`config.mk`:
```
export PLATFORM = sky130hd
export DESIGN_NAME = mem_arbiter_n
export DESIGN_NICKNAME = d
export VERILOG_FILES = /design/src/rtl/mem_arbiter_n.sv
export SDC_FILE = /design/constraint.sdc
export NUM_CORES = 1
export LEC_CHECK = 0
export BUFFER_PORTS_ARGS = -buffer_cell sky130_fd_sc_hd__buf_2
export CORE_ASPECT_RATIO = 1.75
export CORE_MARGIN = 3
export CORE_UTILIZATION = 50
export DETAILED_ROUTE_END_ITERATION = 10
export GPL_TIMING_DRIVEN = 1
export PLACE_DENSITY = 0.84
export SYNTH_ARGS = -nofsm -noshare
export SYNTH_HDL_FRONTEND = slang
export SYNTH_HIERARCHICAL = 1
export SYNTH_SLANG_ARGS = --single-unit
export TNS_END_PERCENT = 10
```
`constraint.sdc`:
```
create_clock -name clock -period 3.05 [get_ports clock]
set_input_delay 0 -clock clock [delete_from_list [all_inputs] [get_ports clock]]
set_output_delay 0 -clock clock [all_outputs]
set_load 0.03 [all_outputs]
```
`src/rtl/mem_arbiter_n.sv`:
```
// mem_arbiter_n: round-robin arbiter of NUM_CH requesters onto one byte-serial RAM port.
// Optional: define IO_FULL_STALL_EN to hold IO-space writes (addr[17:16]==2'b11) while io_full is set.
module mem_arb_lane (
  input  logic rd,
  input  logic wr,
  input  logic stall,
  output logic elig
);
  // write wins over read on the same channel, so a stalled write also hides its read
  assign elig = wr ? !stall : rd;
endmodule

module mem_arbiter_n #(
  parameter int NUM_CH = 2,
  parameter int ADDR_W = 32
) (
  input  logic                     clock,
  input  logic                     reset,
  input  logic [NUM_CH-1:0]        ch_read,
  input  logic [NUM_CH-1:0]        ch_write,
  input  logic [NUM_CH*ADDR_W-1:0] ch_addr,
  input  logic [NUM_CH*32-1:0]     ch_wdata,
  input  logic [NUM_CH*3-1:0]      ch_length,
  input  logic [NUM_CH-1:0]        ch_signed,
  input  logic [NUM_CH-1:0]        ch_discard,
  output logic [NUM_CH-1:0]        ch_busy,
  output logic [NUM_CH-1:0]        ch_ready,
  output logic [NUM_CH*32-1:0]     ch_rdata,
  output logic                     ram_rw,
  output logic [ADDR_W-1:0]        ram_addr,
  output logic [7:0]               ram_w_data,
  input  logic [7:0]               ram_r_data
`ifdef IO_FULL_STALL_EN
  ,
  input  logic                     io_full
`endif
);
  localparam int CW = (NUM_CH > 1) ? $clog2(NUM_CH) : 1;

  typedef enum logic [2:0] {IDLE, RD, RDW, WR, DONE} state_t;
  typedef struct packed {
    logic [ADDR_W-1:0] addr;
    logic [31:0]       wdata;
    logic [2:0]        len;
    logic              sgn;
  } req_t;

  state_t            state, state_nxt;
  req_t              cur;
  logic [CW-1:0]     ptr, gnt, pick;
  logic              pick_vld;
  logic [2:0]        cnt, pick_len, last;
  logic [1:0]        cap;
  logic [31:0]       rbuf, rd_ext;
  logic [NUM_CH-1:0] elig, stall;

  for (genvar i = 0; i < NUM_CH; i++) begin : g_lane
`ifdef IO_FULL_STALL_EN
    assign stall[i] = io_full && (ch_addr[i*ADDR_W+16 +: 2] == 2'b11);
`else
    assign stall[i] = 1'b0;
`endif
    mem_arb_lane u_lane (.rd(ch_read[i]), .wr(ch_write[i]), .stall(stall[i]), .elig(elig[i]));
  end

  // scan farthest-first so the nearest requester after ptr overwrites the rest
  always_comb begin
    pick     = ptr;
    pick_vld = 1'b0;
    for (int off = NUM_CH; off >= 1; off--) begin
      if (elig[(int'(ptr) + off) % NUM_CH]) begin
        pick     = CW'((int'(ptr) + off) % NUM_CH);
        pick_vld = 1'b1;
      end
    end
    case (ch_length[int'(pick)*3 +: 3])
      3'd1:    pick_len = 3'd1;
      3'd2:    pick_len = 3'd2;
      default: pick_len = 3'd4;
    endcase
  end

  assign last = cur.len - 3'd1;
  assign cap  = 2'(cnt - 3'd1);

  always_comb begin
    state_nxt = state;
    case (state)
      IDLE: if (pick_vld) state_nxt = ch_write[pick] ? WR : RD;
      RD:   if (ch_discard[gnt]) state_nxt = IDLE;
            else if (cnt == last) state_nxt = RDW;
      RDW:  state_nxt = ch_discard[gnt] ? IDLE : DONE;
      WR:   if (cnt == last) state_nxt = DONE;
      DONE: state_nxt = IDLE;
      default: state_nxt = IDLE;
    endcase
  end

  always_ff @(posedge clock) begin
    if (reset) begin
      state <= IDLE;
      ptr   <= CW'(NUM_CH - 1);
      gnt   <= '0;
      cnt   <= '0;
      rbuf  <= '0;
      cur   <= '0;
    end else begin
      state <= state_nxt;
      if (state == IDLE && pick_vld) begin
        gnt       <= pick;
        cnt       <= '0;
        rbuf      <= '0;
        cur.addr  <= ch_addr[int'(pick)*ADDR_W +: ADDR_W];
        cur.wdata <= ch_wdata[int'(pick)*32 +: 32];
        cur.len   <= pick_len;
        cur.sgn   <= ch_signed[pick];
      end
      if (state == RD || state == WR) cnt <= cnt + 3'd1;
      // the RAM answers one cycle after the address, so capture lags cnt by one
      if ((state == RD && cnt != 3'd0) || state == RDW)
        rbuf[{cap, 3'b000} +: 8] <= ram_r_data;
      if (state == DONE || ((state == RD || state == RDW) && ch_discard[gnt]))
        ptr <= gnt;
    end
  end

  always_comb begin
    case (cur.len)
      3'd1:    rd_ext = {{24{cur.sgn & rbuf[7]}}, rbuf[7:0]};
      3'd2:    rd_ext = {{16{cur.sgn & rbuf[15]}}, rbuf[15:0]};
      default: rd_ext = rbuf;
    endcase
  end

  always_comb begin
    ch_busy    = '0;
    ch_ready   = '0;
    ch_rdata   = '0;
    ram_rw     = 1'b0;
    ram_addr   = '0;
    ram_w_data = '0;
    if (state != IDLE) ch_busy[gnt] = 1'b1;
    case (state)
      RD: ram_addr = cur.addr + ADDR_W'(cnt);
      WR: begin
        ram_rw     = 1'b1;
        ram_addr   = cur.addr + ADDR_W'(cnt);
        ram_w_data = cur.wdata[{cnt[1:0], 3'b000} +: 8];
      end
      DONE: begin
        ch_ready[gnt]              = 1'b1;
        ch_rdata[int'(gnt)*32 +: 32] = rd_ext;
      end
      default: ;
    endcase
  end
endmodule

```
==> results of run 1 <==
cells by family (layout without fill, tap and decap cells):
kind of cell               count (synthesis)  in the layout  synth area share, %
DFF                                      108            108                32.68
AOI/OAI and AO/OA                        136            136                15.40
other                                      1              3              0.05669
muxes                                     82             82                14.34
adders and majority gates                 13             13                2.572
and+or+nand+nor                          354            354                25.16
buffers and inverters                     77            337                5.863
xor gates and xnor gates                  28             28                3.934
flip-flops by register name (all words and copies together), names as in the netlist:
name   flops
cnt        3
cur       68
gnt        1
ptr        1
rbuf      32
state      3
worst min-delay path by stage:
stage          slack, ns          start  cells after the start       end
2_1_floorplan       0.13  ram_r_data[2]                      1  rbuf[10]
3_3_place_gp        0.28  ram_r_data[7]                      2  rbuf[31]
3_5_place_dp        0.29  ram_r_data[7]                      2  rbuf[31]
4_1_cts           0.0006    ch_wdata[9]                      3   cur[13]
5_1_grt             0.02    ch_addr[51]                      3   cur[55]
6_report         -0.0009   ch_wdata[52]                      3   cur[24]
synthesized netlist by cell type, types with 2 or more instances:
master,n
sky130_fd_sc_hd__a211oi_1,68
sky130_fd_sc_hd__a21oi_1,20
sky130_fd_sc_hd__a22o_1,16
sky130_fd_sc_hd__and2_1,22
sky130_fd_sc_hd__and3_1,21
sky130_fd_sc_hd__and4_1,4
sky130_fd_sc_hd__buf_1,2
sky130_fd_sc_hd__buf_2,19
sky130_fd_sc_hd__buf_4,6
sky130_fd_sc_hd__buf_6,7
sky130_fd_sc_hd__clkbuf_1,23
sky130_fd_sc_hd__dfxtp_1,108
sky130_fd_sc_hd__ha_1,12
sky130_fd_sc_hd__inv_1,17
sky130_fd_sc_hd__inv_2,2
sky130_fd_sc_hd__mux2_2,2
sky130_fd_sc_hd__mux2i_1,70
sky130_fd_sc_hd__mux2i_4,2
sky130_fd_sc_hd__mux4_2,8
sky130_fd_sc_hd__nand2_1,39
sky130_fd_sc_hd__nand2b_1,7
sky130_fd_sc_hd__nand3_1,15
sky130_fd_sc_hd__nand3b_1,2
sky130_fd_sc_hd__nand4_1,13
sky130_fd_sc_hd__nor2_1,187
sky130_fd_sc_hd__nor2b_1,13
sky130_fd_sc_hd__nor3_1,10
sky130_fd_sc_hd__nor3_2,2
sky130_fd_sc_hd__nor4_1,5
sky130_fd_sc_hd__o21a_1,17
sky130_fd_sc_hd__o21ai_0,6
sky130_fd_sc_hd__o21ai_1,2
sky130_fd_sc_hd__or2_2,2
sky130_fd_sc_hd__or3_1,4
sky130_fd_sc_hd__or3b_1,2
sky130_fd_sc_hd__xnor2_1,15
sky130_fd_sc_hd__xor2_1,12
layout make-up:
class                   count  area share (%)
repair buffers            301           20.04
multi-input cells         615           47.64
clock inverters             6          0.8339
well taps                 171           2.502
flip-flops and latches    108           25.28
clock buffers              10           2.794
inverters                  20          0.8778
diodes                      1         0.02926
metrics by stage:
| step | instances | utilization [%] | power (mW) |
|---|---|---|---|
| after floorplan | 800 | - | 4.344 |
| after global placement | 1183 | 61.21 | 4.859 |
| after detailed placement | 1183 | 61.21 | 4.932 |
| after CTS | 1231 | 66.08 | 6.198 |
| after global routing | 1232 | 66.10 | 6.624 |
| final | 1232 | 66.10 | 6.192 |
metal layers:
metal	global-route usage [%]	share of wire, %	up-vias
li1	-	-	3318
met1	28.80	38	3066
met2	48.13	54	232
met3	2.948	4.6	45
met4	10.90	3.6	0
met5	0	0	-
power groups by stage:
stage / Clock, mW / Combinational (mW) / Sequential [mW]
final: 1.21 / 2.81 / 2.17
after global routing: 1.29 / 3.11 / 2.23
after CTS: 1.22 / 2.81 / 2.17
after detailed placement: 0 / 2.73 / 2.20
after global placement: 0 / 2.68 / 2.18
after floorplan: 0 / 2.27 / 2.07
worst min-delay path, delay by kind of cell:
| family | cells | cell delay, ns |
|---|---|---|
| compound gates | 1 | 0.08 |
| buf+inv | 1 | 0.09 |
| mux | 1 | 0.12 |
==> key figures, run 1 <==
Clocking
  – Clock transition at the registers of the reported paths: roughly 0.070 ns
  – Longest Clk Path Bufs: 2
  – Count of clock tree sinks: ~110
  – Total clock buffers created by CTS: 9
  – Level count of the clock H-tree: 3
  – Post-CTS resize count: 0
  – Cell at the root of the clock tree: sky130_fd_sc_hd__clkbuf_16
  – TritonCTS clock tree: built
  – CTS Hold Bufs: 32
  – Post-CTS Repair Setup Buffers: 0
  – Worst skew pair latency: ~0.35 ns

Pwr
  – Share of total power in combinational logic: between 40% and 50%
  – Switching power of the nets: 2.562 mW
  – Areal power density over the cells: between 700 and 800 mW/mm^2
  – Sequential group share of total power: roughly a third
  – Leak pwr: approximately 3.9 nW
  – Internal Dissipation: roughly 3.6 mW
  – Switching part of the total: 41.37%
  – IR Drop Worst-Case VDD: around 0.00044 V
  – Clock power frac: approximately a fifth

Floorplanning
  – Ports placed on the boundary: 261
  – Placeable Area: ~0.013 mm^2
  – Initial core utilization: between 50% and 60%
  – Die Footprint: roughly 0.015 mm^2
  – Number of standard-cell rows in the floorplan: 55
  – Die X: between 90 and 100 um
  – Die Y: around 160 um

Route
  – Wire length reported by the detailed router: 19.38 mm
  – Number of search-and-repair iterations in the first detailed-routing pass: 5
  – Routed via count: ~6.7k
  – Wirelength per Cell: 15.73 um
  – Number of nets still failing antenna checks after routing: 0
  – Drt initial violations: 255
  – Detailed-route DRC error count: 0
  – Via-per-instance ratio: roughly 5.4

Place
  – GPL Wtd Cong: approximately 0.91
  – Worst setup slack before clock tree synthesis: roughly 0.7 ns
  – Cell area reported after detailed placement: around 0.0079 mm^2
  – Detailed Place HPWL: about 14 mm
  – Port Buf Inserts: 260

Timing
  – Sum of negative setup slack: 0 ns
  – Worst setup skew after layout: roughly 0.0057 ns
  – Final Hold Slack: -0.0009224 ns
  – Final-report max-slew violation count: 0
  – Final WS setup: between 0.3 and 0.4 ns
  – Shortest clock period the worst path allows after layout: 2.715 ns
  – Peak clock frequency supported by timing: around 370 MHz
  – Setup repair after global routing missed its margin: no
  – Final setup vio count: 0
  – Period utilization: between 80% and 90%
  – Slew at the pin closest to its max-slew limit: between 1 and 1.5 ns
  – Max-Slew Margin vs Limit: 31.79%
  – Number of hold-slack violations in the final timing report: 1

Synthesis
  – Share of flip-flops with an asynchronous set or reset after synthesis: 0%
  – Area fraction of the dominant cell type after synthesis: roughly a third
  – Distinct cell type count of the synthesized netlist: 54
  – Most used flip-flop cell after synthesis: sky130_fd_sc_hd__dfxtp_1
  – Area of the mapped netlist: between 0.006 and 0.007 mm^2
  – Count of synthesis-stage warnings from yosys: 6
  – Post-synthesis instance total: roughly 800
  – Ranking of synthesized cells by area: sky130_fd_sc_hd__dfxtp_1, sky130_fd_sc_hd__nor2_1, sky130_fd_sc_hd__mux2i_1, sky130_fd_sc_hd__a211oi_1, sky130_fd_sc_hd__mux4_2
  – Post-synthesis sequential element count: between 100 and 150
  – Sequential element share of the synthesized area: around 33%
  – Average size of a mapped cell: between 8 and 9 um^2
  – EDFF count, synth: 0
  – Cell taking the most area after synthesis: sky130_fd_sc_hd__dfxtp_1

Worst setup path
  – Highest cell delay on the worst timing path: around 0.38 ns
  – Ordered cell list for the critical path: ha_1, inv_1, fa_1, nor2b_1, o2111ai_4, nor4_1, xnor2_1, nor2_1, buf_2
  – Worst-path fanout max: 8
  – Slowest stage cell, crit path: sky130_fd_sc_hd__fa_1
  – Startpoint kind of the worst setup timing path: flop
  – Critical path type: flop to output port
  – Kind of end point of the critical path: output port
  – Cell count of the worst reg-to-reg path: 6
  – Worst R2R End: cur[40]
  – Startpoint of the most critical register-to-register path: ptr
  – CP delay by family, top: simple AND/OR/NAND/NOR gates
  – Crit. Startpoint: cnt[0]
  – CP bufs+invs: 2
  – Total number of cells along the worst setup path: 9
  – Critical path capture point: ram_addr[30]
  – CP arrival: 2.71 ns
  – Worst path required time: between 3 and 4 ns
  – R2R Setup Slk: around 0.7 ns

Final layout
  – Commonest cells after routing, fill and taps aside: sky130_fd_sc_hd__buf_2, sky130_fd_sc_hd__nor2_1, sky130_fd_sc_hd__dfxtp_1, sky130_fd_sc_hd__mux2i_1, sky130_fd_sc_hd__a211oi_1
  – Fill cells: approximately 1.2k
  – Multi-input gate area: ~0.0041 mm^2
  – Commonest non-fill, non-tap cell in the layout: sky130_fd_sc_hd__buf_2
  – Sequential Area: 0.002162 mm^2
  – Ratio of cells with drive above 1 in the final layout: 29.53%
  – Layout-stage area growth over the synthesis result: 29.28%
  – Nets: approximately 1.2k
  – Layout Cell Area excl Fill: between 0.008 and 0.009 mm^2

Global routing
  – First-pass GRT wire length: 30.28 mm
  – Residual overflow from global routing: 0
  – Maximum number of pins on one net before global-route repair: ~90
  – Total routing usage reported by global routing: 25.62%
  – Antenna violations before repair: 1
  – Via count of the first global-routing pass: roughly 6.3k

Status
  – Run status: complete, but fails checks
  – Violations in the final reports: negative hold slack

Run
  – Max-cap viol count: 0

Hold path
  – Worst Hold Class: input pin to flop
No activity file was read; power rests on OpenSTA's default activity.
==> inputs of run 2 (changes only) <==
--- a/config.mk
+++ b/config.mk
@@ -9,8 +9,10 @@
 export CORE_ASPECT_RATIO = 1.75
 export CORE_MARGIN = 3
 export CORE_UTILIZATION = 50
+export CTS_BUF_LIST = sky130_fd_sc_hd__clkbuf_16
 export DETAILED_ROUTE_END_ITERATION = 10
 export GPL_TIMING_DRIVEN = 1
+export MAX_ROUTING_LAYER = met4
 export PLACE_DENSITY = 0.84
 export SYNTH_ARGS = -nofsm -noshare
 export SYNTH_HDL_FRONTEND = slang
==> key figures, run 2 (synthesis gave the netlist of run 1 again) <==
Route
  – Routed via count: 6,650 (-0.17%)
  – Wirelength per Cell: 15.77 um (+0.28%)
  – Number of search-and-repair iterations in the first detailed-routing pass: 5 (unchanged)
  – Number of nets still failing antenna checks after routing: 0 (unchanged)
  – Drt initial violations: 257 (+0.78%)
  – Via-per-instance ratio: 5.398 (-0.17%)
  – Wire length reported by the detailed router: 19.43 mm (+0.28%)
  – Detailed-route DRC error count: 0 (unchanged)

Pwr
  – Areal power density over the cells: 721.1 mW/mm^2 (-0.41%)
  – IR Drop Worst-Case VDD: 0.0004380 V (about the same)
  – Leak pwr: 3.852 nW (-0.15%)

Place
  – GPL Wtd Cong: 0.9257 (+1.7%)
  – Cell area reported after detailed placement: 0.007919 mm^2 (unchanged)
  – Port Buf Inserts: 260 (unchanged)
  – Worst setup slack before clock tree synthesis: 0.7175 ns (unchanged)
  – Detailed Place HPWL: 14.32 mm (unchanged)

Timing
  – Slew at the pin closest to its max-slew limit: 1.022 ns (+0.002797 ns)
  – Worst setup skew after layout: 0.005654 ns (-0.00001471 ns)
  – Sum of negative setup slack: 0 ns (unchanged)
  – Shortest clock period the worst path allows after layout: 2.713 ns (-0.001290 ns)
  – Period utilization: 88.96% (about the same)
  – Number of hold-slack violations in the final timing report: 0 (-1)
  – Final Hold Slack: 0.001839 ns (+0.002761 ns)
  – Final setup vio count: 0 (unchanged)
  – Final-report max-slew violation count: 0 (unchanged)
  – Peak clock frequency supported by timing: 368.5 MHz (about the same)
  – Setup repair after global routing missed its margin: no
  – Final WS setup: 0.3366 ns (+0.001290 ns)
  – Max-Slew Margin vs Limit: 31.60% (-0.19 points)

Floorplanning
  – Number of standard-cell rows in the floorplan: 55 (unchanged)
  – Die Y: 158.2 um (unchanged)
  – Placeable Area: 0.01294 mm^2 (unchanged)
  – Die Footprint: 0.01470 mm^2 (unchanged)
  – Die X: 92.95 um (unchanged)
  – Ports placed on the boundary: 261 (unchanged)
  – Initial core utilization: 51.13% (unchanged)

Final layout
  – Commonest non-fill, non-tap cell in the layout: sky130_fd_sc_hd__buf_2
  – Layout Cell Area excl Fill: 0.008542 mm^2 (-0.12%)
  – Commonest cells after routing, fill and taps aside: sky130_fd_sc_hd__buf_2, sky130_fd_sc_hd__nor2_1, sky130_fd_sc_hd__dfxtp_1, sky130_fd_sc_hd__mux2i_1, sky130_fd_sc_hd__a211oi_1
  – Flip-flop count of the largest register after layout: 68 (unchanged)
  – Ratio of cells with drive above 1 in the final layout: 29.43% (-0.094 points)
  – Sequential Area: 0.002162 mm^2 (unchanged)
  – Fill cells: 1,164 (+0.17%)
  – Top Registers: cur: 68 flops, rbuf: 32 flops
  – Nets: 1,220 (unchanged)
  – Core occupancy in the finished layout: 66.03% (-0.077 points)
  – Multi-input gate area: 0.004074 mm^2 (unchanged)
  – Top reg by flops: cur
  – Layout-stage area growth over the synthesis result: 29.13%

Worst setup path
  – Crit. Startpoint: cnt[0]
  – Worst R2R End: cur[33]
  – Cell count of the worst reg-to-reg path: 6 (unchanged)
  – Ordered cell list for the critical path: ha_1, inv_1, fa_1, nor2b_1, o2111ai_4, nor4_1, xnor2_1, nor2_1, buf_2
  – CP arrival: 2.71 ns (about the same)
  – Startpoint of the most critical register-to-register path: ptr
  – Highest cell delay on the worst timing path: 0.38 ns (about the same)
  – Startpoint kind of the worst setup timing path: flop
  – Critical path type: flop to output port
  – Worst path required time: 3.05 ns (about the same)
  – Slowest stage cell, crit path: sky130_fd_sc_hd__fa_1
  – Kind of end point of the critical path: output port
  – Worst-path fanout max: 8 (unchanged)
  – R2R Setup Slk: 0.69 ns (about the same)

Clocking
  – Longest Clk Path Bufs: 2 (unchanged)
  – Total clock buffers created by CTS: 9 (unchanged)
  – Clock transition at the registers of the reported paths: 0.07 ns (about the same)
  – Count of clock tree sinks: 108 (unchanged)
  – Post-CTS resize count: 0 (unchanged)
  – Cell at the root of the clock tree: sky130_fd_sc_hd__clkbuf_16
  – Post-CTS Repair Setup Buffers: 0 (unchanged)
  – Level count of the clock H-tree: 3 (unchanged)
  – Worst skew pair latency: 0.34 ns (about the same)
  – TritonCTS clock tree: built

Hold path
  – Worst Hold Class: input pin to flop
  – Startpoint of the worst hold path: ch_wdata[52]
  – Hold Path End: cur[24]
  – Instance count along the most critical hold path: 3 (unchanged)

Run
  – Max-cap viol count: 0 (unchanged)

Global routing
  – Via count of the first global-routing pass: 6,311 (+0.11%)
  – Total routing usage reported by global routing: 26.34% (+0.72 points)
  – First-pass GRT wire length: 30.27 mm (about the same)
  – Residual overflow from global routing: 0 (unchanged)
  – Maximum number of pins on one net before global-route repair: 88 (unchanged)
  – Antenna violations before repair: 1 (unchanged)

Status
  – Run status: finished clean
run 2: per-stage QoR:
step,power [mW],cells
2_1_floorplan,4.344,800
3_3_place_gp,4.859,1183
3_5_place_dp,4.932,1183
4_1_cts,6.172,1231
5_1_grt,6.596,1232
6_report,6.160,1232
run 2: critical path, delay by kind of cell, from the launching register on:
kind,cells,cell delay [ns]
adder cells (fa/ha/maj),2,0.57
AND/OR/NAND/NOR,3,0.82
XOR/XNOR,1,0.10
AO/OA/AOI/OAI,1,0.23
flip-flops,1,0.36
buffers and inverters,2,0.29
run 2: layer usage:
| metal | GRT usage (%) | part of all wire, % | wire length, um | up-vias |
|---|---|---|---|---|
| met3 | 2.663 | 4.2 | 821 | 45 |
| met5 | - | 0 | 0 | - |
| li1 | - | - | - | 3313 |
| met4 | 11.11 | 3.6 | 701 | 0 |
| met1 | 28.74 | 38 | 7371 | 3072 |
| met2 | 48.20 | 54 | 10540 | 220 |
run 2: worst max path at each step:
stage / slack, ns / end / cells past startpoint
CTS: 0.34 / ram_addr[12] / 8
floorplan: 0.37 / ram_addr[12] / 7
detailed placement: 0.72 / ram_addr[12] / 8
global placement: 0.80 / ram_addr[30] / 9
global route: 0.05 / ch_rdata[22] / 7
finish: 0.34 / ram_addr[30] / 9
run 2: final cells by class:
class | instances | share of cell area [%]
inverters | 20 | 0.8789
clock inverters | 7 | 0.8789
diodes | 1 | 0.02930
clock buffers | 9 | 2.637
well taps | 171 | 2.505
repair buffers | 301 | 20.07
flip-flops and latches | 108 | 25.31
multi-input cells | 615 | 47.69
run 2: timing repair:
| item | in CTS | in global routing |
|---|---|---|
| hold endpoints to repair | 30 | 0 |
| hold buffers | 32 | 0 |
| setup endpoints to repair | 0 | 0 |
run 2: power breakdown:
part / internal (mW) / switching [mW]
Sequential: 1.81 / 0.366
Combinational: 1.16 / 1.65
Clock: 0.640 / 0.539
Total: 3.61 / 2.55
==> inputs of run 3 (changes only) <==
--- a/config.mk
+++ b/config.mk
@@ -16,6 +16,5 @@
 export PLACE_DENSITY = 0.84
 export SYNTH_ARGS = -nofsm -noshare
 export SYNTH_HDL_FRONTEND = slang
-export SYNTH_HIERARCHICAL = 1
 export SYNTH_SLANG_ARGS = --single-unit
 export TNS_END_PERCENT = 10
==> key figures, run 3 <==
Pwr
  – IR Drop Worst-Case VDD: 0.0004070 V (-7.1%)
  – Areal power density over the cells: 726.2 mW/mm^2 (+0.71%)
  – Leak pwr: 3.958 nW (+2.7%)

Floorplanning
  – Initial core utilization: 51.93% (+0.80 points)
  – Die X: 92.83 um (-0.13%)
  – Die Footprint: 0.01466 mm^2 (-0.27%)
  – Placeable Area: 0.01270 mm^2 (-1.8%)
  – Number of standard-cell rows in the floorplan: 54 (-1.8%)
  – Die Y: 157.9 um (-0.14%)
  – Ports placed on the boundary: 261 (unchanged)

Global routing
  – Residual overflow from global routing: 0 (unchanged)
  – First-pass GRT wire length: 29.88 mm (-1.3%)
  – Total routing usage reported by global routing: 25.85% (-0.49 points)
  – Met2 Resource Use GR: 46.55% (-1.7 points)
  – Maximum number of pins on one net before global-route repair: 98 (+11%)
  – Met1 track demand over resource in global routing: 27.94% (-0.81 points)
  – Via count of the first global-routing pass: 6,358 (+0.74%)
  – Antenna violations before repair: 0 (-1)
  – Most congested layer reported by global routing: met2
  – GRT met3 Usage: 2.948% (+0.29 points)

Worst setup path
  – CP arrival: 2.73 ns (+0.02 ns)
  – Startpoint of the most critical register-to-register path: ptr
  – Worst path required time: 3.05 ns (about the same)
  – CP bufs+invs: 2 (unchanged)
  – Worst R2R End: cur[33]
  – Kind of end point of the critical path: output port
  – Ordered cell list for the critical path: inv_1, ha_1, nor2_1, nor2_1, nand2_1, nand2_1, nor2_1, buf_2
  – Critical path type: flop to output port
  – Crit. Startpoint: cur[1]
  – Startpoint kind of the worst setup timing path: flop
  – Cell count of the worst reg-to-reg path: 5 (-1)
  – Cell repeated most along the worst path: sky130_fd_sc_hd__nor2_1
  – Worst-path fanout max: 17 (+9)
  – R2R Setup Slk: 0.39 ns (-0.30 ns)
  – CP delay by family, top: simple AND/OR/NAND/NOR gates
  – Slowest stage cell, crit path: sky130_fd_sc_hd__nor2_1
  – Highest cell delay on the worst timing path: 0.78 ns (+0.40 ns)

Timing
  – Sum of negative setup slack: 0 ns (unchanged)
  – Final Hold Slack: -0.005235 ns (-0.007073 ns)
  – Worst setup skew after layout: 0.008052 ns (+0.002398 ns)
  – Slew at the pin closest to its max-slew limit: 1.038 ns (+0.01586 ns)
  – Peak clock frequency supported by timing: 366.4 MHz (-0.57%)
  – Number of hold-slack violations in the final timing report: 3 (+3)
  – Final setup vio count: 0 (unchanged)
  – Final-report max-slew violation count: 0 (unchanged)
  – Period utilization: 89.47% (+0.51 points)
  – Max-Slew Margin vs Limit: 30.54% (-1.1 points)
  – Setup repair after global routing missed its margin: no
  – Shortest clock period the worst path allows after layout: 2.729 ns (+0.01555 ns)

Route
  – Number of search-and-repair iterations in the first detailed-routing pass: 5 (unchanged)
  – Drt initial violations: 251 (-2.3%)
  – Detailed-route DRC error count: 0 (unchanged)
  – Wirelength per Cell: 15.58 um (-1.2%)
  – Routed via count: 6,684 (+0.51%)
  – Wire length reported by the detailed router: 19.06 mm (-1.9%)
  – Number of nets still failing antenna checks after routing: 0 (unchanged)
  – Via-per-instance ratio: 5.461 (+1.2%)

Final layout
  – Ratio of cells with drive above 1 in the final layout: 30.49% (+1.1 points)
  – Multi-input gate area: 0.004149 mm^2 (+1.8%)
  – Top reg by flops: cur
  – Fill cells: 1,088 (-6.5%)
  – Commonest non-fill, non-tap cell in the layout: sky130_fd_sc_hd__buf_2
  – Layout-stage area growth over the synthesis result: 29.70%
  – Number of inserted diodes: 0 (-1)
  – Flip-flop count of the largest register after layout: 68 (unchanged)
  – Commonest cells after routing, fill and taps aside: sky130_fd_sc_hd__buf_2, sky130_fd_sc_hd__nor2_1, sky130_fd_sc_hd__dfxtp_1, sky130_fd_sc_hd__a211oi_1, sky130_fd_sc_hd__mux2i_1
  – Sequential Area: 0.002162 mm^2 (unchanged)
  – Top Registers: cur: 68 flops, rbuf: 32 flops
  – Nets: 1,216 (-0.33%)

Synthesis
  – Area fraction of the dominant cell type after synthesis: 32.78% (+0.093 points)
  – Xor-xnor portion of the synthesized cell area: 4.078% (+0.14 points)
  – Compound-cell area share of the yosys netlist: 13.69% (-1.7 points)
  – Area of the mapped netlist: 0.006596 mm^2 (-0.28%)
  – Count of synthesis-stage warnings from yosys: 0 (-6)
  – Most instantiated library cell after synthesis: sky130_fd_sc_hd__nor2_1
  – Fraction of the mapped netlist area in simple logic gates: 26.12% (+0.96 points)
  – Post-synthesis mux area share: 16.10% (+1.8 points)
  – Sequential element share of the synthesized area: 32.78% (+0.093 points)
  – Cell taking the most area after synthesis: sky130_fd_sc_hd__dfxtp_1
  – Distinct cell type count of the synthesized netlist: 61 (+13%)
  – Net count of the mapped netlist: ~960
  – Share of flip-flops with an asynchronous set or reset after synthesis: 0% (unchanged)
  – Ranking of synthesized cells by instance count: sky130_fd_sc_hd__nor2_1, sky130_fd_sc_hd__dfxtp_1, sky130_fd_sc_hd__a211oi_1
  – Most used flip-flop cell after synthesis: sky130_fd_sc_hd__dfxtp_1
  – Post-synthesis sequential element count: 108 (unchanged)
  – Dominant combinational cell family by area after synthesis: simple AND/OR/NAND/NOR gates
  – Ranking of synthesized cells by area: sky130_fd_sc_hd__dfxtp_1, sky130_fd_sc_hd__nor2_1, sky130_fd_sc_hd__mux2i_1, sky130_fd_sc_hd__a211oi_1, sky130_fd_sc_hd__nand2_1
  – EDFF count, synth: 0 (unchanged)
  – Post-synthesis instance total: 796 (-0.38%)
  – Post-Synth Adder-Cell Area: 2.580% (+0.0073 points)
  – Average size of a mapped cell: 8.287 um^2 (about the same)

Clocking
  – Cell at the root of the clock tree: sky130_fd_sc_hd__clkbuf_16
  – Clock transition at the registers of the reported paths: 0.07 ns (about the same)
  – Total clock buffers created by CTS: 9 (unchanged)
  – Worst skew pair latency: 0.35 ns (about the same)
  – Post-CTS resize count: 0 (unchanged)
  – Post-CTS Repair Setup Buffers: 0 (unchanged)
  – TritonCTS clock tree: built
  – Count of clock tree sinks: 108 (unchanged)
  – Level count of the clock H-tree: 3 (unchanged)
  – Longest Clk Path Bufs: 2 (unchanged)

Run
  – Max-cap viol count: 0 (unchanged)

Hold path
  – Startpoint of the worst hold path: ch_addr[38]
  – Hold Path End: cur[42]
  – Worst Hold Class: input pin to flop
  – Instance count along the most critical hold path: 3 (unchanged)

Status
  – Run status: complete, but fails checks
  – Violations in the final reports: negative hold slack

Place
  – Port Buf Inserts: 260 (unchanged)
  – GPL Wtd Cong: 0.9137 (-1.3%)
  – Detailed Place HPWL: 14.12 mm (-1.4%)
==> run 3: changes by cell type after synthesis, sizes merged, moves of 7 or more <==
cell	before	now
inv	19	9
mux2	2	17
nand2	39	55
nand4	13	6
nor2	187	198
nor2b	13	5
o21a	17	0
==> run 3: worst max path at each step <==
stage | end | slack (ns) | depth (start not counted)
2_1_floorplan | ram_addr[12] | 0.54 | 8
3_3_place_gp | rbuf[28] | 0.79 | 8
3_5_place_dp | ch_rdata[54] | 0.70 | 8
4_1_cts | ch_rdata[54] | 0.33 | 8
5_1_grt | ch_rdata[31] | 0.04 | 8
6_report | ch_rdata[28] | 0.32 | 8
==> run 3: power breakdown <==
part           internal [mW]  switching [mW]
combinational           1.12            1.71
sequential              1.80           0.406
clock                  0.642           0.535
total                   3.57            2.65
==> run 3: tightest hold or removal path, stage by stage <==
cell                       delay [ns]
sky130_fd_sc_hd__buf_2           0.10
sky130_fd_sc_hd__mux2i_1         0.12
sky130_fd_sc_hd__a211oi_1        0.08
==> run 3: per-layer routing <==
metal	up-vias	wire length (um)
li1	3320	-
met1	3056	7105
met2	258	10200
met3	50	1012
met4	0	748
met5	-	0
==> run 3: kinds of logic after synthesis <==
group | count (synthesis)
AO/OA/AOI/OAI | 124
XOR/XNOR | 29
adder cells (fa/ha/maj) | 13
buffers and inverters | 65
flip-flops | 108
multiplexers | 94
AND/OR/NAND/NOR | 363
==> run 3: what timing repair did <==
action	CTS	global route
endpoints found under the setup margin	0	0
endpoints found under the hold margin	30	0
hold buffers	31	0
==> run 3: metrics by stage <==
step	power (mW)	setup slack (ns)	utilization, %	cell area (um^2)	std cells
CTS	6.233	0.3270	67.36	8556	1224
detailed placement	5.006	0.7011	62.57	7948	1177
floorplan	4.345	0.5369	-	6596	796
global placement	4.923	0.7922	62.57	7948	1177
finish	6.213	0.3211	67.36	8556	1224
global route	6.663	0.04297	67.36	8556	1224
==> run 3: area by class of cell <==
type / count / share of cell area, %
multi-input cells: 623 / 48.49
flip-flops and latches: 108 / 25.27
repair buffers: 299 / 19.86
clock buffers: 9 / 2.632
well taps: 168 / 2.457
clock inverters: 7 / 0.8482
inverters: 10 / 0.4387
